### src/rtl/conv_layer_sched.sv
// Layer sequencer for the column-parallel conv array: walks oc -> ic -> column,
// issues weight/fmap RAM reads, PE control flags and tagged output-column valids.
module conv_layer_sched #(
  parameter int COLS     = 56,
  parameter int IC       = 64,
  parameter int OC       = 64,
  parameter int PIPE_LAT = 2,
  parameter int FA_W     = 12,
  parameter int WA_W     = 12,
  localparam int OC_W    = (OC > 1) ? $clog2(OC) : 1,
  localparam int COL_W   = (COLS > 1) ? $clog2(COLS) : 1
) (
  input  logic             clk,
  input  logic             rst,
  input  logic             start,
  input  logic             hold,
  output logic             busy,
  output logic             done,
  output logic             fmap_rd,
  output logic [FA_W-1:0]  fmap_addr,
  output logic             wht_rd,
  output logic [WA_W-1:0]  wht_addr,
  output logic             wht_load,
  output logic             pe_en,
  output logic             acc_clr,
  output logic             acc_last,
  output logic             out_valid,
  output logic [OC_W-1:0]  out_oc,
  output logic [COL_W-1:0] out_col
);
  localparam int IC_W = (IC > 1) ? $clog2(IC) : 1;

  typedef enum logic [2:0] {S_IDLE, S_WHT_RD, S_WHT_LD, S_COL, S_DRAIN} state_t;
  state_t state, state_nxt;

  logic [OC_W-1:0]  oc;
  logic [IC_W-1:0]  ic;
  logic [COL_W-1:0] col;
  logic             col_last, ic_last, oc_last, pipe_empty;

  logic             pe_en_p0, acc_clr_p0, acc_last_p0;
  logic [OC_W-1:0]  oc_p0;
  logic [COL_W-1:0] col_p0;

  logic [PIPE_LAT-1:0] vld_pn;
  logic [OC_W-1:0]     oc_pn  [PIPE_LAT];
  logic [COL_W-1:0]    col_pn [PIPE_LAT];

  assign col_last   = (col == COL_W'(COLS - 1));
  assign ic_last    = (ic == IC_W'(IC - 1));
  assign oc_last    = (oc == OC_W'(OC - 1));
  assign pipe_empty = !pe_en_p0 && (vld_pn == '0);

  always_ff @(posedge clk) begin
    if (rst) state <= S_IDLE;
    else     state <= state_nxt;
  end

  always_comb begin
    state_nxt = state;
    if (!hold) begin
      case (state)
        S_IDLE:   if (start) state_nxt = S_WHT_RD;
        S_WHT_RD: state_nxt = S_WHT_LD;
        S_WHT_LD: state_nxt = S_COL;
        S_COL:    if (col_last) state_nxt = (ic_last && oc_last) ? S_DRAIN : S_WHT_RD;
        S_DRAIN:  if (pipe_empty) state_nxt = S_IDLE;
        default:  state_nxt = S_IDLE;
      endcase
    end
  end

  // Strobes are gated by hold so a frozen cycle never issues a RAM access.
  always_comb begin
    wht_rd    = (state == S_WHT_RD) && !hold;
    wht_load  = (state == S_WHT_LD) && !hold;
    fmap_rd   = (state == S_COL) && !hold;
    done      = (state == S_DRAIN) && pipe_empty && !hold;
    busy      = (state != S_IDLE) && !done;
    fmap_addr = fmap_rd ? (FA_W'(ic) * FA_W'(COLS) + FA_W'(col)) : '0;
    wht_addr  = wht_rd ? (WA_W'(oc) * WA_W'(IC) + WA_W'(ic)) : '0;
  end

  always_ff @(posedge clk) begin
    if (rst) begin
      oc  <= '0;
      ic  <= '0;
      col <= '0;
    end else if (!hold && state == S_COL) begin
      if (!col_last) begin
        col <= col + 1'b1;
      end else begin
        col <= '0;
        if (!ic_last) begin
          ic <= ic + 1'b1;
        end else begin
          ic <= '0;
          oc <= oc_last ? '0 : oc + 1'b1;
        end
      end
    end
  end

  // p0: RAM read-latency stage; pn: array pipeline latency stages
  always_ff @(posedge clk) begin
    if (rst) begin
      pe_en_p0    <= 1'b0;
      acc_clr_p0  <= 1'b0;
      acc_last_p0 <= 1'b0;
      oc_p0       <= '0;
      col_p0      <= '0;
      vld_pn      <= '0;
      for (int i = 0; i < PIPE_LAT; i++) begin
        oc_pn[i]  <= '0;
        col_pn[i] <= '0;
      end
    end else if (!hold) begin
      pe_en_p0    <= fmap_rd;
      acc_clr_p0  <= fmap_rd && (ic == '0);
      acc_last_p0 <= fmap_rd && ic_last;
      oc_p0       <= oc;
      col_p0      <= col;
      vld_pn[0]   <= pe_en_p0 && acc_last_p0;
      oc_pn[0]    <= oc_p0;
      col_pn[0]   <= col_p0;
      for (int i = 1; i < PIPE_LAT; i++) begin
        vld_pn[i] <= vld_pn[i-1];
        oc_pn[i]  <= oc_pn[i-1];
        col_pn[i] <= col_pn[i-1];
      end
    end
  end

  assign pe_en     = pe_en_p0;
  assign acc_clr   = acc_clr_p0;
  assign acc_last  = acc_last_p0;
  assign out_valid = vld_pn[PIPE_LAT-1];
  assign out_oc    = oc_pn[PIPE_LAT-1];
  assign out_col   = col_pn[PIPE_LAT-1];

endmodule
### config.mk
export PLATFORM = sky130hd
export DESIGN_NAME = conv_layer_sched
export DESIGN_NICKNAME = d
export VERILOG_FILES = /design/src/rtl/conv_layer_sched.sv
export SDC_FILE = /design/constraint.sdc
export NUM_CORES = 1
export LEC_CHECK = 0
export ABC_AREA = 0
export CAP_MARGIN = 10
export CORE_MARGIN = 3
export CORE_UTILIZATION = 40
export CTS_CLUSTER_SIZE = 16
export DETAILED_ROUTE_END_ITERATION = 8
export PLACE_DENSITY_LB_ADDON = 0.12
export RECOVER_POWER = 100
export SETUP_SLACK_MARGIN = 0.15
export SLEW_MARGIN = 20
export SYNTH_ARGS = -nofsm -noshare
export SYNTH_HDL_FRONTEND = slang
export SYNTH_SLANG_ARGS = --single-unit
### constraint.sdc
create_clock -name clk -period 4.1 [get_ports clk]
set_clock_uncertainty 0.05 [all_clocks]
set_input_delay 0.82 -clock clk [delete_from_list [all_inputs] [get_ports clk]]
set_output_delay 0.82 -clock clk [all_outputs]
set_load 0.03 [all_outputs]
# Yosys cells after proc, flatten, opt, wreduce, memory -nomap -nowiden
# Memory sizes are Yosys's and may differ from the RTL's.
# Cells that the tools add are included.
# classes
n_addsub	5
mul	1
eq_ne	10
n_mux	19
n_bitwise	5
n_reduce_logical	21
# op_table
cell	count
$mux 6	7
$add 12x6->12	2
$mux 12	2
$add 6x1->6 const B	3
$eq 6x6->1 const B	3
$pmux 3 s5	1
$mux 3	4
$logic_and 1x1->1	11
$mul 6x3->9 const B	1
$eq 3x2->1 const B	2
$logic_not 6->1	1
$ne 2x2->1 const B	3
$mux 1	5
$or 1x1->1	4
$reduce_and 4->1	1
$eq 3x1->1 const B	1
$eq 3x3->1 const B	1
$logic_not 1->1	3
$logic_not 3->1	1
$reduce_and 3->1	1
$reduce_bool 3->1	1
$logic_not 2->1	1
$reduce_and 2->1	1
$not 1->1	1
# word_totals
register_bits	38
mem_bits_rw	24
input_bits	4
output_inout_bits	45
wordCells	73
memories	2
# mem_list
memory	depth	word_bits	rd	rd_ports_with_merged_regs	write_ports	line	text
col_pn	2	6	2	0	2	47	logic [COL_W-1:0] col_pn [PIPE_LAT];
oc_pn	2	6	2	0	2	46	logic [OC_W-1:0] oc_pn [PIPE_LAT];

# Depth between registers and ports, before layout
# Gate-level depths: netlist (run 1).
# logic_depth
word_depth	6
depth_mapped	9
mapped_depth_nobuf	9

# Least setup slack after synthesis (run 1)
# Ideal clock, no wire load.
# synth_timing
kind	register -> output
start	register ic[3]
end	output fmap_addr[10]
arrival_time_ns	2.791
t_required_ns	3.230
path_slack_ns	0.439
stages_incl_launch_ff	8
path_buffers	0
path_cell_list	dfxtp_1 -> fa_1 -> ha_1 -> a211oi_1 -> nor2_1 -> o311a_1 -> a31o_2 -> a21oi_1
# synth_between
elab_chain_len	3
# synth_rtl
element	line	text
start: declaration	37	logic [IC_W-1:0] ic;
start signal: assignment	95	ic <= ic + 1'b1;
$mul 6x3->9	80	fmap_addr = fmap_rd ? (FA_W'(ic) * FA_W'(COLS) + FA_W'(col)) : '0;
$add 12x6->12	80	
$mux 12	80	
end: declaration	20	output logic [FA_W-1:0] fmap_addr,
# Every way passes these cells.

# Worst setup path after layout (run 1)
# layout_timing
start	input hold
end	output wht_addr[0]
# layout_between
elab_chain_len	3
# layout_rtl
element	line	text
start: declaration	16	input logic hold,
$logic_not 1->1	--	
$logic_and 1x1->1	75	wht_rd = (state == S_WHT_RD) && !hold;
$mux 12	81	wht_addr = wht_rd ? (WA_W'(oc) * WA_W'(IC) + WA_W'(ic)) : '0;
end: declaration	22	output logic [WA_W-1:0] wht_addr,
# Every way passes these cells.

==> impl_metrics.py, run 1 <==
metrics = {
    "cts": {
        "clkSinkCount": 62,
        "cts_tree": "built",
        "clk_buf_depth": 2,
        "cts.reportedPaths.clkPinSlew_ns": 0.07,
        "cts-root-buf": "sky130_fd_sc_hd__clkbuf_8",
        "clk_latency_ns": 0.33,
        "h-tree-depth": 3,
        "cts_buffers": 9,
    },
    "outcome": {
        "status": "finished, violations left",
        "violations": "capacitance limit, slew limit",
    },
    "die": {
        "chipHeight_um": 98.3,
        "initial_utilization_pct": 41.2,
        "std_cell_rows": 33,
        "die_w_um": 98.3,
        "design.portCount": 49,
        "design.die.area_um2": 9650,
        "core_area_um2": 8260,
    },
    "timing": {
        "period_share_pct": 93.2,
        "setup_repair_after_global_routing_missed_its_margin": "no",
        "finalWorstSetupSlack_ns": 0.278,
        "fmax_mhz": 262,
        "worst_pin_slew_ns": 1.52,
        "tns_ns": 0,
        "setup_viol_count_final": 0,
        "period_needed_ns": 3.82,
        "worst_slew_margin_rel_pct": -1.46,
        "timing.final.max_slew_violations": 36,
        "timing_hold_violations_final": 0,
    },
    "drt": {
        "drc": 0,
        "drt-total-wl_um": 6620,
        "routed_via_density": 4.86,
        "drt-wirelength-per-cell_um": 13.1,
        "dr.first_iter.drc_count": 101,
        "ant_nets": 0,
        "pre_antenna_drt_iters": 4,
        "num_vias": 2449,
    },
    "cells_and_area": {
        "fin_area_um2": 4090,
        "insertedDiodeCount": 0,
        "drive_above_1_share_pct": 14.3,
        "area_delta_synth_final_pct": 20.1,
        "nNetsFinal": 424,
        "num-fill-cells": 807,
    },
    "synthesis": {
        "sequential_cell_area_fraction_in_the_yosys_report_pct": 43.5,
        "yosys_warnings": 0,
        "post-synth-top-area-fraction_pct": 22.3,
        "ys_seq_elements": 62,
        "netlist_top_cells_count": "sky130_fd_sc_hd__nor2_1 (48), sky130_fd_sc_hd__dfxtp_1 (38), sky130_fd_sc_hd__and2_1 (33)",
        "synthesis.area_per_instance_um2": 9.78,
        "post-synth-top-area-cell": "sky130_fd_sc_hd__dfxtp_1",
        "synth_edf_count": 24,
        "post_synthesis_cell_type_count": 51,
        "synthesis.area_um2": 3400,
        "synth-async-reset-ratio_pct": 0,
        "top_cells_by_area_in_the_synthesized_netlist": "sky130_fd_sc_hd__dfxtp_1 (22%), sky130_fd_sc_hd__edfxtp_1 (21%), sky130_fd_sc_hd__ha_1 (7.0%)",
        "synth.most_common_cell": "sky130_fd_sc_hd__nor2_1",
        "netlist_instances": 348,
        "synth_top_flop_cell": "sky130_fd_sc_hd__dfxtp_1",
        "syn-num-nets": 378,
    },
    "flow_run": {
        "maxCapViolations": 1,
    },
    "critical_path": {
        "arrival_ns": 2.95,
        "cp_slowest_cell": "sky130_fd_sc_hd__dlygate4sd3_1",
        "worst_path_required_time_ns": 3.23,
        "critPathMaxStageDelay_ns": 0.62,
        "setup.worst_path.class": "in2out",
        "critPathLaunchType": "input port",
        "crit_path_cell_trace": "dlygate4sd3_1 -> buf_4 -> nor4b_1 -> inv_1 -> nor2_1 -> clkbuf_1",
        "critical_path.max_fanout": 25,
        "setup.worst_path.end_class": "output pin",
    },
    "global_route": {
        "grt_start_max_net_pins": 36,
        "grt_pass1_vias": 2318,
        "grt_overflow": 0,
        "grt_antenna_before_repair": 0,
        "globalRouteTotalUtil_pct": 13.9,
        "grt_pass1_wl_um": 10800,
    },
    "placed_design": {
        "preCtsSetupSlack_ns": 0.396,
        "placedInstanceArea_um2": 3850,
        "detailed_place_hpwl_um": 4590,
        "place_congestion": 0.828,
        "port_buffer_cells": 48,
    },
    "pwr": {
        "power.share.switching_pct": 22.8,
        "total_power_uw": 1320,
        "power_frac_clock_pct": 43.8,
        "switching_power_uw": 302,
        "vdd_ir_drop_max_v": 0.000208,
        "sequential_share_of_power_pct": 49.8,
        "p_leak_uw": 0.00165,
        "pwr-share-comb_pct": 6.4,
        "cellPowerDensity_nw_per_um2": 324,
        "intPower_uw": 1020,
    },
    "min_path": {
        "class_of_the_tightest_hold_or_removal_check": "reg2reg",
    },
}
-- area by class of cell --
cell class	instances	area [um^2]	share of cell area, %
Timing Repair Buffer	61	454	11.1
Clock buffer	10	128	3.12
Tap cell	105	131	3.21
Inverter	17	63.8	1.56
Multi-Input combinational cell	243	1730	42.3
Clock inverter	6	86.3	2.11
Sequential cell	62	1500	36.6
-- layout by cell type, fill, tap and decap left out, types with 11 or more instances in the layout --
master / instances
sky130_fd_sc_hd__edfxtp_1: 24
sky130_fd_sc_hd__ha_1: 17
sky130_fd_sc_hd__inv_1: 17
sky130_fd_sc_hd__mux2i_1: 14
sky130_fd_sc_hd__clkbuf_1: 16
sky130_fd_sc_hd__nor2_1: 48
sky130_fd_sc_hd__xnor2_1: 11
sky130_fd_sc_hd__buf_4: 23
sky130_fd_sc_hd__a21oi_1: 16
sky130_fd_sc_hd__dfxtp_1: 33
sky130_fd_sc_hd__nand2_1: 16
sky130_fd_sc_hd__dlygate4sd3_1: 21
sky130_fd_sc_hd__and2_0: 24
-- registers in the layout, summed over array words and instances, names as in the netlist, 2 cells and up --
register and cells:
col_pn 12, oc_pn 12, col 6, col_p0 6, ic 6, oc 6
oc_p0 6, state 3, vld_pn 2
-- metal layers --
layer  global-route usage, %  vias to the layer above  wire length, um
li1                        -                     1257                -
met1                    18.3                     1138             3130
met2                    21.9                       50             3150
met3                    4.79                        4              285
met4                    3.89                        0               59
met5                       0                        -                0
-- final timing paths --
check,startpoint,end,slack (ns),depth (start not counted)
min reg2reg,acc_clr$_SDFFE_PP0N_,acc_clr$_SDFFE_PP0N_,0.42,2
max reg2reg,state[0]$_SDFFE_PP0P_,oc[4]$_SDFFE_PP0P_,1.48,6
min,acc_clr$_SDFFE_PP0N_,acc_clr$_SDFFE_PP0N_,0.42,2
max,hold,wht_addr[0],0.28,6
-- through the flow --
| stage | utilization [%] | instances | hold WS [ns] |
|---|---|---|---|
| 2_1_floorplan | - | 348 | 0.405 |
| 3_3_place_gp | 46.6 | 482 | 0.410 |
| 3_5_place_dp | 46.6 | 482 | 0.411 |
| 4_1_cts | 49.6 | 498 | 0.427 |
| 5_1_grt | 49.5 | 504 | 0.464 |
| 6_report | 49.5 | 504 | 0.418 |
-- power by group through the flow --
stage	sequential, uW	combinational, uW	clock [uW]
after floorplan	672	73.8	0
after global placement	675	92.3	0
after detailed placement	676	92.2	0
after CTS	662	92.5	596
after global routing	661	91.8	630
final	660	85.4	580
-- timing repair --
action	CTS	global route
setup endpoints to repair	2	3
hold endpoints to repair	0	0
resized for setup	7	14
hold buffers	0	0
setup buffers	0	6
pin swaps	0	6
-- logic make-up (layout without fill, tap and decap cells) --
family	count (synthesis)	count (layout)	synth area share (%)
compound gates	38	38	7.06
xor+xnor	19	19	4.89
fa+ha+maj	26	26	11.1
buf+inv	43	94	6.47
flops	62	62	43.5
mux	14	14	4.12
simple gates	146	146	22.9
-- critical path, delay by kind of cell --
family | cells | cell delay (ns)
buf+inv | 4 | 1.45
simple gates | 2 | 0.67
(Power assumes the default switching activity.)
==> run 2, diff against run 1 <==
--- a/config.mk
+++ b/config.mk
@@ -14,6 +14,7 @@
 export PLACE_DENSITY_LB_ADDON = 0.12
 export RECOVER_POWER = 100
 export SETUP_SLACK_MARGIN = 0.15
+export SKIP_CTS_REPAIR_TIMING = 1
 export SLEW_MARGIN = 20
 export SYNTH_ARGS = -nofsm -noshare
 export SYNTH_HDL_FRONTEND = slang
==> impl_metrics.py, run 2 (same netlist as run 1, synthesis figures left out) <==
metrics = {
    "cts": {
        "cts_buffers": 9,
        "h-tree-depth": 3,
        "cts.reportedPaths.clkPinSlew_ns": 0.07,
        "cts-root-buf": "sky130_fd_sc_hd__clkbuf_8",
        "cts_tree": "built",
        "clk_buf_depth": 2,
        "clk_latency_ns": 0.33,
        "clkSinkCount": 62,
    },
    "pwr": {
        "cellPowerDensity_nw_per_um2": 327,
        "p_leak_uw": 0.00164,
        "vdd_ir_drop_max_v": 0.000208,
    },
    "timing": {
        "setup_viol_count_final": 0,
        "period_needed_ns": 3.82,
        "tns_ns": 0,
        "setup_repair_after_global_routing_missed_its_margin": "no",
        "worst_pin_slew_ns": 1.51,
        "finalWorstSetupSlack_ns": 0.283,
        "fmax_mhz": 262,
        "timing_hold_violations_final": 0,
        "worst_slew_margin_rel_pct": -0.950,
        "timing.final.max_slew_violations": 36,
        "period_share_pct": 93.1,
    },
    "cells_and_area": {
        "biggestRegsByFlops": "col_pn x12, oc_pn x12",
        "num-fill-cells": 812,
        "post-route-util_pct": 49.1,
        "most-common-layout-cells": "sky130_fd_sc_hd__nor2_1 (48), sky130_fd_sc_hd__dfxtp_1 (33), sky130_fd_sc_hd__and2_0 (24), sky130_fd_sc_hd__edfxtp_1 (24)",
        "area_delta_synth_final_pct": 19.0,
        "drive_above_1_share_pct": 13.1,
        "most_common_cell_after_layout_fill_and_taps_aside": "sky130_fd_sc_hd__nor2_1",
        "insertedDiodeCount": 0,
        "nNetsFinal": 421,
        "final-instance-count-excl-fill": 501,
    },
    "outcome": {
        "violations": "capacitance limit, slew limit",
        "status": "finished, violations left",
    },
    "min_path": {
        "min_delay_path_depth": 2,
        "class_of_the_tightest_hold_or_removal_check": "reg2reg",
        "worstHoldStart": "acc_clr$_SDFFE_PP0N_",
        "hold_path_end": "acc_clr$_SDFFE_PP0N_",
    },
    "critical_path": {
        "timing.reg2reg.setup_slack_ns": 1.48,
        "crit_path_cell_trace": "dlygate4sd3_1 -> buf_4 -> nor4b_1 -> inv_1 -> nor2_1 -> clkbuf_1",
        "worst_path_required_time_ns": 3.23,
        "crit-reg2reg-capture": "oc[4]$_SDFFE_PP0P_",
        "setup.worst_path.class": "in2out",
        "setup.worst_path.end_class": "output pin",
        "critical_path.n_buffers_inverters": 4,
        "cp_top_family": "buffers and inverters",
        "critical_path.max_fanout": 25,
        "cp_slowest_cell": "sky130_fd_sc_hd__dlygate4sd3_1",
        "critPathLaunchType": "input port",
        "crit-reg2reg-launch": "state[0]$_SDFFE_PP0P_",
        "critPathMaxStageDelay_ns": 0.62,
        "reg2regPathDepth": 6,
        "arrival_ns": 2.95,
    },
    "drt": {
        "dr.first_iter.drc_count": 99,
        "routed_via_density": 4.85,
        "drt-total-wl_um": 6550,
        "pre_antenna_drt_iters": 4,
        "drt-wirelength-per-cell_um": 13.1,
        "ant_nets": 0,
        "num_vias": 2429,
        "drc": 0,
    },
    "die": {
        "std_cell_rows": 33,
        "initial_utilization_pct": 41.2,
        "chipHeight_um": 98.3,
        "core_area_um2": 8260,
        "design.portCount": 49,
        "design.die.area_um2": 9650,
        "die_w_um": 98.3,
    },
    "placed_design": {
        "place_congestion": 0.828,
        "port_buffer_cells": 48,
        "numPlacedInstances": 482,
        "detailed_place_hpwl_um": 4590,
        "preCtsSetupSlack_ns": 0.396,
    },
    "global_route": {
        "grt_overflow": 0,
        "grt_pass1_vias": 2301,
        "grt_pass1_wl_um": 10700,
        "globalRouteTotalUtil_pct": 13.8,
        "grt_start_max_net_pins": 36,
        "grt_antenna_before_repair": 0,
    },
    "flow_run": {
        "maxCapViolations": 1,
    },
}
==> run 2: cell types whose count changed in the layout (fill, tap and decap cells not counted), sizes merged <==
cell and change:
clkbuf -1, buf -2
==> run 2: worst reg2reg max path, stage by stage, from the launching register on <==
cell and delay (ns):
sky130_fd_sc_hd__dfxtp_1 0.48, sky130_fd_sc_hd__nand4bb_1 0.23, sky130_fd_sc_hd__clkbuf_1 0.26, sky130_fd_sc_hd__nor4_1 0.99, sky130_fd_sc_hd__nand4_1 0.21, sky130_fd_sc_hd__xor2_1 0.18, sky130_fd_sc_hd__nor2_1 0.05
==> run 2: how the worst max path moves through the flow <==
stage	start	end	depth (start not counted)
2_1_floorplan	ic[3]$_SDFFE_PP0P_	fmap_addr[10]	7
3_3_place_gp	ic[0]$_SDFFE_PP0P_	fmap_addr[11]	10
3_5_place_dp	ic[0]$_SDFFE_PP0P_	fmap_addr[11]	10
4_1_cts	ic[0]$_SDFFE_PP0P_	fmap_addr[11]	10
5_1_grt	ic[0]$_SDFFE_PP0P_	fmap_addr[11]	10
6_report	hold	wht_addr[0]	6
==> run 2: area by class of cell <==
type / count / area [um^2] / share of cell area [%]
multi-input cells: 243 / 1720 / 42.3
flip-flops and latches: 62 / 1490 / 36.8
repair buffers: 58 / 435 / 10.7
well taps: 105 / 131 / 3.24
clock buffers: 10 / 128 / 3.15
clock inverters: 6 / 86.3 / 2.13
inverters: 17 / 63.8 / 1.57
==> run 2: report_power, final <==
group          switching [uW]  internal, uW  total, uW  leakage (uW)
clock                     237           341        579      0.000106
sequential               7.77           653        660      0.000575
combinational            56.3          29.2       85.5      0.000957
total                     302          1020       1320       0.00164
==> run 2: metrics by stage <==
stage / power (uW) / hold WS, ns / cell area, um^2
after floorplan: 745 / 0.405 / 3400
after global placement: 768 / 0.410 / 3850
after detailed placement: 768 / 0.411 / 3850
after CTS: 1350 / 0.427 / 4060
after global routing: 1380 / 0.464 / 4050
final: 1320 / 0.418 / 4050
==> run 2: layer usage <==
metal / global-route usage (%) / vias to the layer above / routed length (um)
li1: - / 1251 / -
met1: 18.3 / 1127 / 3140
met2: 21.6 / 47 / 3080
met3: 4.79 / 4 / 268
met4: 3.89 / 0 / 61
met5: 0 / - / 0
==> run 3, diff against run 2 <==
--- a/config.mk
+++ b/config.mk
@@ -7,7 +7,6 @@
 export LEC_CHECK = 0
 export ABC_AREA = 0
 export CAP_MARGIN = 10
-export CORE_MARGIN = 3
 export CORE_UTILIZATION = 40
 export CTS_CLUSTER_SIZE = 16
 export DETAILED_ROUTE_END_ITERATION = 8
==> impl_metrics.py, run 3 (same netlist as run 1, synthesis figures left out) <==
metrics = {
    "cells_and_area": {
        "insertedDiodeCount": 0,
        "drive_above_1_share_pct": 12.7,
        "nNetsFinal": 419,
        "num-fill-cells": 812,
        "most-common-layout-cells": "sky130_fd_sc_hd__nor2_1 (48), sky130_fd_sc_hd__dfxtp_1 (34), sky130_fd_sc_hd__edfxtp_1 (24), sky130_fd_sc_hd__dlygate4sd3_1 (21)",
        "most_common_cell_after_layout_fill_and_taps_aside": "sky130_fd_sc_hd__nor2_1",
        "biggestRegsByFlops": "col_pn x12, oc_pn x12",
        "final-instance-count-excl-fill": 499,
        "area_delta_synth_final_pct": 18.3,
    },
    "cts": {
        "cts_tree": "built",
        "h-tree-depth": 3,
        "clk_latency_ns": 0.34,
        "cts_buffers": 9,
        "cts-root-buf": "sky130_fd_sc_hd__clkbuf_8",
        "clkSinkCount": 62,
        "clk_buf_depth": 2,
        "cts.reportedPaths.clkPinSlew_ns": 0.07,
    },
    "placed_design": {
        "preCtsSetupSlack_ns": 0.381,
        "place_congestion": 0.840,
        "numPlacedInstances": 482,
        "port_buffer_cells": 48,
        "detailed_place_hpwl_um": 4500,
    },
    "critical_path": {
        "critical_path.max_fanout": 7,
        "crit-reg2reg-launch": "state[0]$_SDFFE_PP0P_",
        "cp_slowest_cell": "sky130_fd_sc_hd__fa_1",
        "setup.worst_path.class": "reg2out",
        "worst_path_required_time_ns": 3.23,
        "crit_start": "ic[0]$_SDFFE_PP0P_",
        "critPathMaxStageDelay_ns": 0.58,
        "worst_path_most_repeated_cell": "sky130_fd_sc_hd__fa_1",
        "crit_path_cell_trace": "fa_1 -> ha_4 -> inv_1 -> fa_1 -> nand2b_1 -> a21oi_2 -> xnor2_2 -> nand3b_1 -> mux2i_1 -> buf_4",
        "setup.worst_path.end_class": "output pin",
        "critPathLaunchType": "flip-flop",
        "arrival_ns": 2.97,
    },
    "pwr": {
        "cellPowerDensity_nw_per_um2": 313,
        "p_leak_uw": 0.00161,
        "vdd_ir_drop_max_v": 0.000129,
    },
    "drt": {
        "drt-total-wl_um": 6380,
        "num_vias": 2452,
        "ant_nets": 0,
        "drt-wirelength-per-cell_um": 12.8,
        "routed_via_density": 4.91,
        "pre_antenna_drt_iters": 4,
        "dr.first_iter.drc_count": 65,
        "drc": 0,
    },
    "timing": {
        "worst_pin_slew_ns": 1.50,
        "setup_repair_after_global_routing_missed_its_margin": "no",
        "timing_hold_violations_final": 0,
        "timing.final.max_slew_violations": 0,
        "period_share_pct": 93.7,
        "worst_slew_margin_rel_pct": 0.252,
        "period_needed_ns": 3.84,
        "finalWorstSetupSlack_ns": 0.260,
        "fmax_mhz": 260,
        "setup_viol_count_final": 0,
    },
    "die": {
        "initial_utilization_pct": 41.4,
        "chipHeight_um": 94.3,
        "design.die.area_um2": 8880,
        "core_area_um2": 8220,
        "std_cell_rows": 33,
        "die_w_um": 94.3,
        "design.portCount": 49,
    },
    "global_route": {
        "grt_pass1_wl_um": 10800,
        "grt_pass1_vias": 2313,
        "grt_antenna_before_repair": 0,
        "grt_start_max_net_pins": 36,
        "globalRouteTotalUtil_pct": 15.8,
        "grt_overflow": 0,
    },
    "min_path": {
        "class_of_the_tightest_hold_or_removal_check": "reg2reg",
        "worstHoldStart": "acc_clr$_SDFFE_PP0N_",
    },
    "outcome": {
        "violations": "capacitance limit",
        "status": "finished, violations left",
    },
    "flow_run": {
        "maxCapViolations": 1,
    },
}
[run 3: area by class of cell]
type	count	area [um^2]	share of cell area, %
multi-input cells	243	1740	43.1
flip-flops and latches	62	1490	37.0
repair buffers	56	417	10.3
well taps	105	131	3.26
clock buffers	10	128	3.17
inverters	17	63.8	1.58
clock inverters	6	61.3	1.52
[run 3: where the power goes]
part / leakage, uW / internal [uW] / switching [uW]
Combinational: 0.000936 / 29.3 / 55.6
Sequential: 0.000574 / 653 / 7.32
Clock: 0.0000964 / 280 / 235
Total: 0.00161 / 961 / 298
[run 3: worst paths after layout]
| kind | slack, ns | end | depth (start not counted) |
|---|---|---|---|
| hold / removal | 0.42 | acc_clr$_SDFFE_PP0N_ | 2 |
| hold reg to reg | 0.42 | acc_clr$_SDFFE_PP0N_ | 2 |
| setup reg to reg | 1.50 | oc[4]$_SDFFE_PP0P_ | 6 |
| setup / recovery | 0.26 | fmap_addr[11] | 10 |
[run 3: per-stage QoR]
stage,total power [uW],hold slack [ns],TNS [ns],utilization (%),cell area [um^2]
after global routing,1320,0.460,0,49.0,4030
after global placement,767,0.412,0,46.8,3850
after detailed placement,768,0.413,0,46.8,3850
after CTS,1290,0.429,-0.00582,49.1,4040
final,1260,0.417,0,49.0,4030
after floorplan,745,0.405,0,-,3400
[run 3: metal layers]
layer	vias up	wire length (um)	global-route usage, %
met5	-	0	0
met4	0	61	6.67
met3	6	206	4.45
met2	43	3150	26.0
met1	1150	2960	19.1
li1	1253	-	-
[run 3: worst max-delay path: cells and delay by family (launching register included)]
family,cells,cell delay (ns)
AND/OR/NAND/NOR,2,0.37
XOR/XNOR,1,0.16
adder cells (fa/ha/maj),3,1.14
AO/OA/AOI/OAI,1,0.18
buffers and inverters,2,0.23
multiplexers,1,0.17
flip-flops,1,0.38
